File: src/rtl/fwd_hazard_ctrl_pkg.sv
// Shared constants for the EX-stage forwarding / hazard controller.
// Shadow entry layout (LSB first): mem_read, reg_write, rd[REG_ADDR_W], valid.
package fwd_hazard_ctrl_pkg;

  localparam logic [1:0] FWD_REGFILE = 2'b00;
  localparam logic [1:0] FWD_EXMEM   = 2'b01;
  localparam logic [1:0] FWD_MEMWB   = 2'b10;

  localparam int unsigned REG_ZERO = 0;

  localparam int unsigned SH_MEM_READ  = 0;
  localparam int unsigned SH_REG_WRITE = 1;
  localparam int unsigned SH_RD_LSB    = 2;

  function automatic int unsigned sh_valid_bit(input int unsigned addr_w);
    return addr_w + SH_RD_LSB;
  endfunction

endpackage

File: src/rtl/fwd_hazard_ctrl_sel_calc.sv
// Combinational forward-select for one EX operand: youngest matching producer wins,
// x0 is never forwarded.
module fwd_sel_calc
  import fwd_hazard_ctrl_pkg::*;
#(
  parameter int unsigned REG_ADDR_W = 5
) (
  input  logic [REG_ADDR_W-1:0] rs,
  input  logic                  use_rs,
  input  logic [REG_ADDR_W+2:0] ex_sh,
  input  logic [REG_ADDR_W+2:0] mem_sh,
  output logic [1:0]            sel
);

  localparam int unsigned VB = sh_valid_bit(REG_ADDR_W);

  function automatic logic hit(input logic [REG_ADDR_W+2:0] sh,
                               input logic [REG_ADDR_W-1:0] r,
                               input logic                  u);
    logic [REG_ADDR_W-1:0] rd;
    rd = sh[SH_RD_LSB +: REG_ADDR_W];
    return sh[VB] & sh[SH_REG_WRITE] & u &
           (rd != REG_ADDR_W'(REG_ZERO)) & (rd == r);
  endfunction

  logic unused_mem_read;
  assign unused_mem_read = ex_sh[SH_MEM_READ] ^ mem_sh[SH_MEM_READ];

  always_comb begin
    sel = FWD_REGFILE;
    if (hit(ex_sh, rs, use_rs))
      sel = FWD_EXMEM;
    else if (hit(mem_sh, rs, use_rs))
      sel = FWD_MEMWB;
  end

endmodule

File: src/rtl/fwd_hazard_ctrl.sv
// EX operand forwarding selects, load-use stall and taken-branch flush control,
// with shadow copies of the EX and MEM destination info.
module fwd_hazard_ctrl
  import fwd_hazard_ctrl_pkg::*;
#(
  parameter int unsigned REG_ADDR_W = 5,
  parameter int unsigned CNT_W      = 16
) (
  input  logic                  clk,
  input  logic                  rst_n,
  input  logic                  id_valid,
  input  logic [REG_ADDR_W-1:0] id_rs1,
  input  logic [REG_ADDR_W-1:0] id_rs2,
  input  logic                  id_use_rs1,
  input  logic                  id_use_rs2,
  input  logic [REG_ADDR_W-1:0] id_rd,
  input  logic                  id_reg_write,
  input  logic                  id_mem_read,
  input  logic                  ex_branch_taken,
  output logic [1:0]            fwd_a_sel,
  output logic [1:0]            fwd_b_sel,
  output logic                  pc_write,
  output logic                  ifid_write,
  output logic                  idex_bubble,
  output logic                  ifid_flush,
  output logic [CNT_W-1:0]      stall_count,
  output logic [CNT_W-1:0]      flush_count
);

  localparam int unsigned VB = sh_valid_bit(REG_ADDR_W);

  logic [REG_ADDR_W+2:0] id_sh, ex_sh, mem_sh;
  logic [REG_ADDR_W-1:0] ex_rd;
  logic [1:0]            a_next, b_next;
  logic                  load_use, stall, advance, branch;

  assign id_sh = {id_valid, id_rd, id_reg_write, id_mem_read};
  assign ex_rd = ex_sh[SH_RD_LSB +: REG_ADDR_W];

  assign load_use = id_valid & ex_sh[VB] & ex_sh[SH_MEM_READ] &
                    (ex_rd != REG_ADDR_W'(REG_ZERO)) &
                    ((id_use_rs1 & (id_rs1 == ex_rd)) |
                     (id_use_rs2 & (id_rs2 == ex_rd)));

  // Gated by rst_n so a branch input seen during reset cannot leak onto the flush/bubble outputs.
  assign branch  = rst_n & ex_branch_taken;
  assign stall   = load_use & ~branch;
  assign advance = id_valid & ~load_use & ~branch;

  assign pc_write    = ~stall;
  assign ifid_write  = ~stall;
  assign idex_bubble = rst_n & (load_use | branch);
  assign ifid_flush  = branch;

  fwd_sel_calc #(.REG_ADDR_W(REG_ADDR_W)) u_sel_a (
    .rs     (id_rs1),
    .use_rs (id_use_rs1),
    .ex_sh  (ex_sh),
    .mem_sh (mem_sh),
    .sel    (a_next)
  );

  fwd_sel_calc #(.REG_ADDR_W(REG_ADDR_W)) u_sel_b (
    .rs     (id_rs2),
    .use_rs (id_use_rs2),
    .ex_sh  (ex_sh),
    .mem_sh (mem_sh),
    .sel    (b_next)
  );

  always_ff @(posedge clk or negedge rst_n) begin
    if (!rst_n) begin
      ex_sh       <= '0;
      mem_sh      <= '0;
      fwd_a_sel   <= FWD_REGFILE;
      fwd_b_sel   <= FWD_REGFILE;
      stall_count <= '0;
      flush_count <= '0;
    end else begin
      mem_sh    <= ex_sh;
      ex_sh     <= advance ? id_sh : '0;
      fwd_a_sel <= advance ? a_next : FWD_REGFILE;
      fwd_b_sel <= advance ? b_next : FWD_REGFILE;
      if (stall && stall_count != '1)
        stall_count <= stall_count + 1'b1;
      if (branch && flush_count != '1)
        flush_count <= flush_count + 1'b1;
    end
  end

endmodule

File: config.mk
export PLATFORM = sky130hd
export DESIGN_NAME = fwd_hazard_ctrl
export DESIGN_NICKNAME = d
export VERILOG_FILES = /design/src/rtl/fwd_hazard_ctrl_pkg.sv /design/src/rtl/fwd_hazard_ctrl_sel_calc.sv /design/src/rtl/fwd_hazard_ctrl.sv
export SDC_FILE = /design/constraint.sdc
export NUM_CORES = 1
export LEC_CHECK = 0
export BUFFER_PORTS_ARGS = -buffer_cell sky130_fd_sc_hd__buf_2
export CAP_MARGIN = 0
export CORE_ASPECT_RATIO = 1.2
export CORE_MARGIN = 2
export CORE_UTILIZATION = 45
export CTS_BUF_LIST = sky130_fd_sc_hd__clkbuf_4 sky130_fd_sc_hd__clkbuf_8
export DETAILED_ROUTE_END_ITERATION = 7
export HOLD_SLACK_MARGIN = 0.05
export PLACE_DENSITY_LB_ADDON = 0.1
export SETUP_SLACK_MARGIN = 0.4
export SYNTH_ARGS = -nofsm -noshare
export SYNTH_HDL_FRONTEND = slang
export SYNTH_SLANG_ARGS = --single-unit
File: constraint.sdc
create_clock -name clk -period 2.3 [get_ports clk]
set_clock_uncertainty 0.15 [all_clocks]
set_input_delay 0.23 -clock clk [delete_from_list [all_inputs] [get_ports clk]]
set_output_delay 0.23 -clock clk [all_outputs]
set_load 0.005 [all_outputs]
# Yosys cells after proc, flatten, opt, wreduce, memory -nomap -nowiden
# Index checks and enable logic that the tools add are counted.
# classes
add_sub_neg	2
mux	7
n_reduce_logical	4
n_eq_ne	8
bitwise	30
# ops
op	n
$add 16x1->16 const B	2
$ne 16x16->1 const B	2
$eq 5x5->1	6
$and 1x1->1	25
$mux 2	6
$reduce_bool 5->1	2
$mux 8	1
$not 1->1	3
$logic_and 1x1->1	2
$or 1x1->1	2
# word_totals
reg_bits	52
output_inout_bits	40
input_bits	23
word_cells	57

# Depth between registers and ports, before layout
# logic_depth
ltp_word	8
mapped_depth	7
ltp_nobuf	7

# Modules after synthesis
# A second synthesis with hierarchy kept.
# unflattened
cells_unflattened	240
area_unflattened_um2	2668.8
# modules_own_cells
mod	instances	area_per_inst_um2	cells_each
fwd_hazard_ctrl	1	2363.5	200
fwd_sel_calc	2	152.6	20

# Least setup slack after synthesis
# Ideal clock, no wire load.
# synth_timing
path_type	reg-to-reg
from	register stall_count[0]
to	register stall_count[1]
slack_ns	0.357
t_arrival_ns	1.668
path_stages_with_launch	7
setup_ns	0.125
required_time_ns	2.025
cell_sequence	dfrtp_1 -> ha_1 -> nand3_1 -> or4_1 -> nand3_4 -> nor2_2 -> mux2_2
# synth_via
elab_chain_len	2
elab_cells_between_ends	3
classes_between	1 x add/sub; 1 x eq/ne; 1 x reduce/logical
# synth_rtl
item	line_no	text
start: declaration	fwd_hazard_ctrl.sv:26	output logic [CNT_W-1:0] stall_count,
start signal: assignment	fwd_hazard_ctrl.sv:85	stall_count <= stall_count + 1'b1;
branches (longest 2 deep; another with $add 16x1->16)	--	
# Parallel ways; which one is timed is not known.
# A chain may end at the register's enable or synchronous reset.

# Worst setup path in the final report
# layout_timing
from	register ex_sh[6]
to	output ifid_write
# layout_via
elab_chain_len	6
elab_cells_between_ends	10
classes_between	2 x eq/ne; 7 x bitwise; 1 x reduce/logical
# layout_rtl
item	line_no	text
start: declaration	fwd_hazard_ctrl.sv:32	logic [REG_ADDR_W+2:0] id_sh, ex_sh, mem_sh;
start signal: assignment	fwd_hazard_ctrl.sv:81	ex_sh <= advance ? id_sh : '0;
$eq 5x5->1, on equally long branches	fwd_hazard_ctrl.sv:42, fwd_hazard_ctrl.sv:43	
$and 1x1->1, on equally long branches	fwd_hazard_ctrl.sv:42, fwd_hazard_ctrl.sv:43	
$or 1x1->1	fwd_hazard_ctrl.sv:42	((id_use_rs1 & (id_rs1 == ex_rd)) |
$and 1x1->1 *	fwd_hazard_ctrl.sv:41	(ex_rd != REG_ADDR_W'(REG_ZERO)) &
$and 1x1->1 *	fwd_hazard_ctrl.sv:47	assign stall = load_use & ~branch;
$not 1->1 *	fwd_hazard_ctrl.sv:51	assign ifid_write = ~stall;
end: declaration	fwd_hazard_ctrl.sv:23	output logic ifid_write,
# Every way passes the cells marked *; elsewhere a longest branch is shown, timed or not.

==> results by group <==
Worst setup path
  • Slowest CP cell: dfrtp_1
  • CP bufs+invs: 4
  • Crit path top cell by count: buf_4
  • CP Capture Type: output port
  • Startpoint types: register
  • Worst path arrival time: ~1800 ps
  • Critical path depth: 8
  • CP delay by family, top: buffers and inverters
  • Setup CP Type: reg -> out
  • Crit path largest cell delay: approximately 420 ps
  • Worst-path cell chain: buf_4 -> xnor2_2 -> nand4_1 -> nor3_4 -> buf_4 -> buf_6 -> o21ai_4 -> buf_2
  • Worst Path Max Fanout: 4
  • Required time of the critical path: ~1900 ps
  • Reg2reg path depth: 10

Global route
  • Vias in the first global route: 2004
  • First-pass GRT wire length: 9.19 mm
  • Pin count of the biggest net entering global routing: 53
  • All-Layer GR Usage: between 10% and 20%
  • Antenna violations before repair: 0
  • Global route total overflow: 0

Clock network
  • Clock transition at path regs: approximately 90 ps
  • H-tree levels: 2
  • CTS Buf Count: 5
  • Worst skew pair latency: 300 ps
  • Hold buffers post-CTS: 9
  • TritonCTS Sinks: around 50
  • Root Driver: clkbuf_8
  • Clock buffer depth: 2
  • CTS tree: yes

Status
  • Outcome: complete, but fails checks
  • Failing checks: hold timing

Drt
  • Drt drc: 0
  • DRT iter0 DRCs: 92
  • WL/cell: 14.6 µm
  • TritonRoute pass-1 iters: 4
  • Post-route ant nets: 0
  • Via count: just over 2000
  • Drt total wl: between 5 and 6 mm
  • Vias/cell: ~5.3

Cells and area
  • Multi-input logic area: between 1000 and 1500 µm²
  • Nets: around 350
  • FF+latch area: 1280 µm²
  • Commonest non-fill, non-tap cell in the layout: buf_2
  • Share of cells above drive strength 1: 42.5%
  • Filler cells: approximately 420
  • Commonest non-fill, non-tap cells in the layout: buf_2, dfrtp_1, xor2_1, buf_4, xnor2_1
  • Area delta synth->final: 45.6%
  • Number of diodes: 0

Floorplan
  • Row count: 29
  • Die W: roughly 71 µm
  • Die H: 84.2 µm
  • Full die area: just under 6000 µm²
  • Initial Utilization: a little under half
  • Io pins: 63
  • Core region area: approximately 5200 µm²

Logic synthesis
  • Number of flops mapped to enable cells by yosys: 0
  • Yosys cell types: 33
  • Cells after Synth: about 220
  • Synthesized area per cell: ~11 µm²
  • Yosys reg bits: 51
  • Synthesized net count: between 200 and 250
  • YS warnings: 0
  • Syn Std Cell Area: between 2000 and 2500 µm²
  • Post-synth top flop: dfrtp_1
  • Post-synth ARST share: 100%
  • Register area share after synthesis: between 50% and 60%

Place
  • Post-DP HPWL: 3.76 mm
  • IO buf count: 62
  • Post-Place Setup Slack: 241 ps
  • Routability cong.: a little over 0.8

STA
  • Final setup violation count: 0
  • Hold slack: -92.2 ps
  • Slew of the pin with the lowest slew margin: roughly 650 ps
  • Tcrit/Tclk final: between 90 and 100%
  • Final Max Slew Viols: 0
  • Post-route minimum period: 2210 ps
  • Final Worst Setup Slack: between 80 and 90 ps
  • RSZ-0062 raised after global routing: true
  • Slew HR: approximately 57%
  • Setup_tns: 0 ps
  • Hold Vio Cnt, Final: slightly above 50
  • Fmax: ~0.45 GHz

Hold path
  • Worst hold-check path type: in -> async

Run
  • Number of max-cap violations: 0

Power
  • LEAKAGE: between 1.5 and 2 nW
  • Pwr/cell area: ~540 nW/µm²
  • Max IR drop VDD: 0.364 mV
  • Total power: approximately 0.0019 W
## final timing paths
| kind | startpoint | end | slack [ps] |
|---|---|---|---|
| worst max-delay path | ex_sh[6] | ifid_write | 90 |
| worst min-delay path | rst_n | flush_count[7] | -90 |
| worst max register to register | ex_sh[6] | stall_count[15] | 100 |
| worst min register to register | ex_sh[1] | mem_sh[1] | 270 |
| max in group asynchronous | rst_n | ex_sh[0] | 1650 |
| min in group clk | id_valid | fwd_a_sel[0] | 110 |
## area by class of cell
cell class | count | area share (%)
Clock buffer | 6 | 2.35
Clock inverter | 1 | 0.143
Inverter | 4 | 0.428
Multi-Input combinational cell | 162 | 38.7
Sequential cell | 51 | 36.4
Tap cell | 62 | 2.21
Timing Repair Buffer | 103 | 19.8
## through the flow
stage | instances | instance area (µm²) | utilization (%)
3_3_place_gp | 343 | 2810 | 53.7
6_report | 389 | 3510 | 67.2
4_1_cts | 377 | 3310 | 63.3
5_1_grt | 389 | 3510 | 67.2
3_5_place_dp | 343 | 2810 | 53.7
2_1_floorplan | 219 | 2410 | -
## where the power goes
part	switching (W)	internal, W
combinational	0.000156	0.000182
sequential	0.0000781	0.000965
clock	0.000273	0.000236
## registers in the layout, summed over array words and instances, names as in the netlist
signal	cells
mem_sh	7
stall_count	16
fwd_b_sel	2
fwd_a_sel	2
ex_sh	8
flush_count	16
## routing by layer
metal	GRT usage (%)	share of wire, %	wire, µm	up-vias
met4	6.69	1.8	103	0
met3	4.08	4.7	266	12
met2	32.6	53	3000	60
met1	24.2	41	2320	994
li1	-	-	-	978
met5	0	0	0	-
## kinds of logic (layout without fill, tap and decap cells)
| family | Yosys count | in the layout | share of synthesized area (%) |
|---|---|---|---|
| AND/OR/NAND/NOR | 98 | 98 | 23.0 |
| buffers and inverters | 6 | 114 | 1.14 |
| adder cells (fa/ha/maj) | 2 | 2 | 1.04 |
| XOR/XNOR | 46 | 46 | 16.7 |
| multiplexers | 3 | 3 | 1.35 |
| AO/OA/AOI/OAI | 13 | 13 | 3.79 |
| flip-flops | 51 | 51 | 52.9 |
## Yosys cell counts (2+ instances only)
cell type   n  share of area (%)
mux2_2      2               0.93
inv_1       4               0.62
dfrtp_1    51                 53
and2_1      8                2.1
or4_1       2               0.62
nand2_1    15                2.3
nor3_1     14                2.9
nor4_1      7                1.8
nand3_1     9                1.9
a21oi_1     3               0.62
xnor2_1    19                6.9
o21ai_2     3                1.1
ha_1        2                1.0
a31oi_1     2               0.52
nand4_1    16                4.2
nor3_4      2                1.3
and3_1      8                2.1
xor2_1     27                9.8
nor2_1     11                1.7
## what timing repair did
action / in CTS / in global routing
setup endpoints to repair: 21 / 35
pin swaps: 21 / 15
buffers inserted: 18 / 12
gates resized for setup: 30 / 22
hold endpoints to repair: 60 / 51
(Power assumes the default switching activity.)
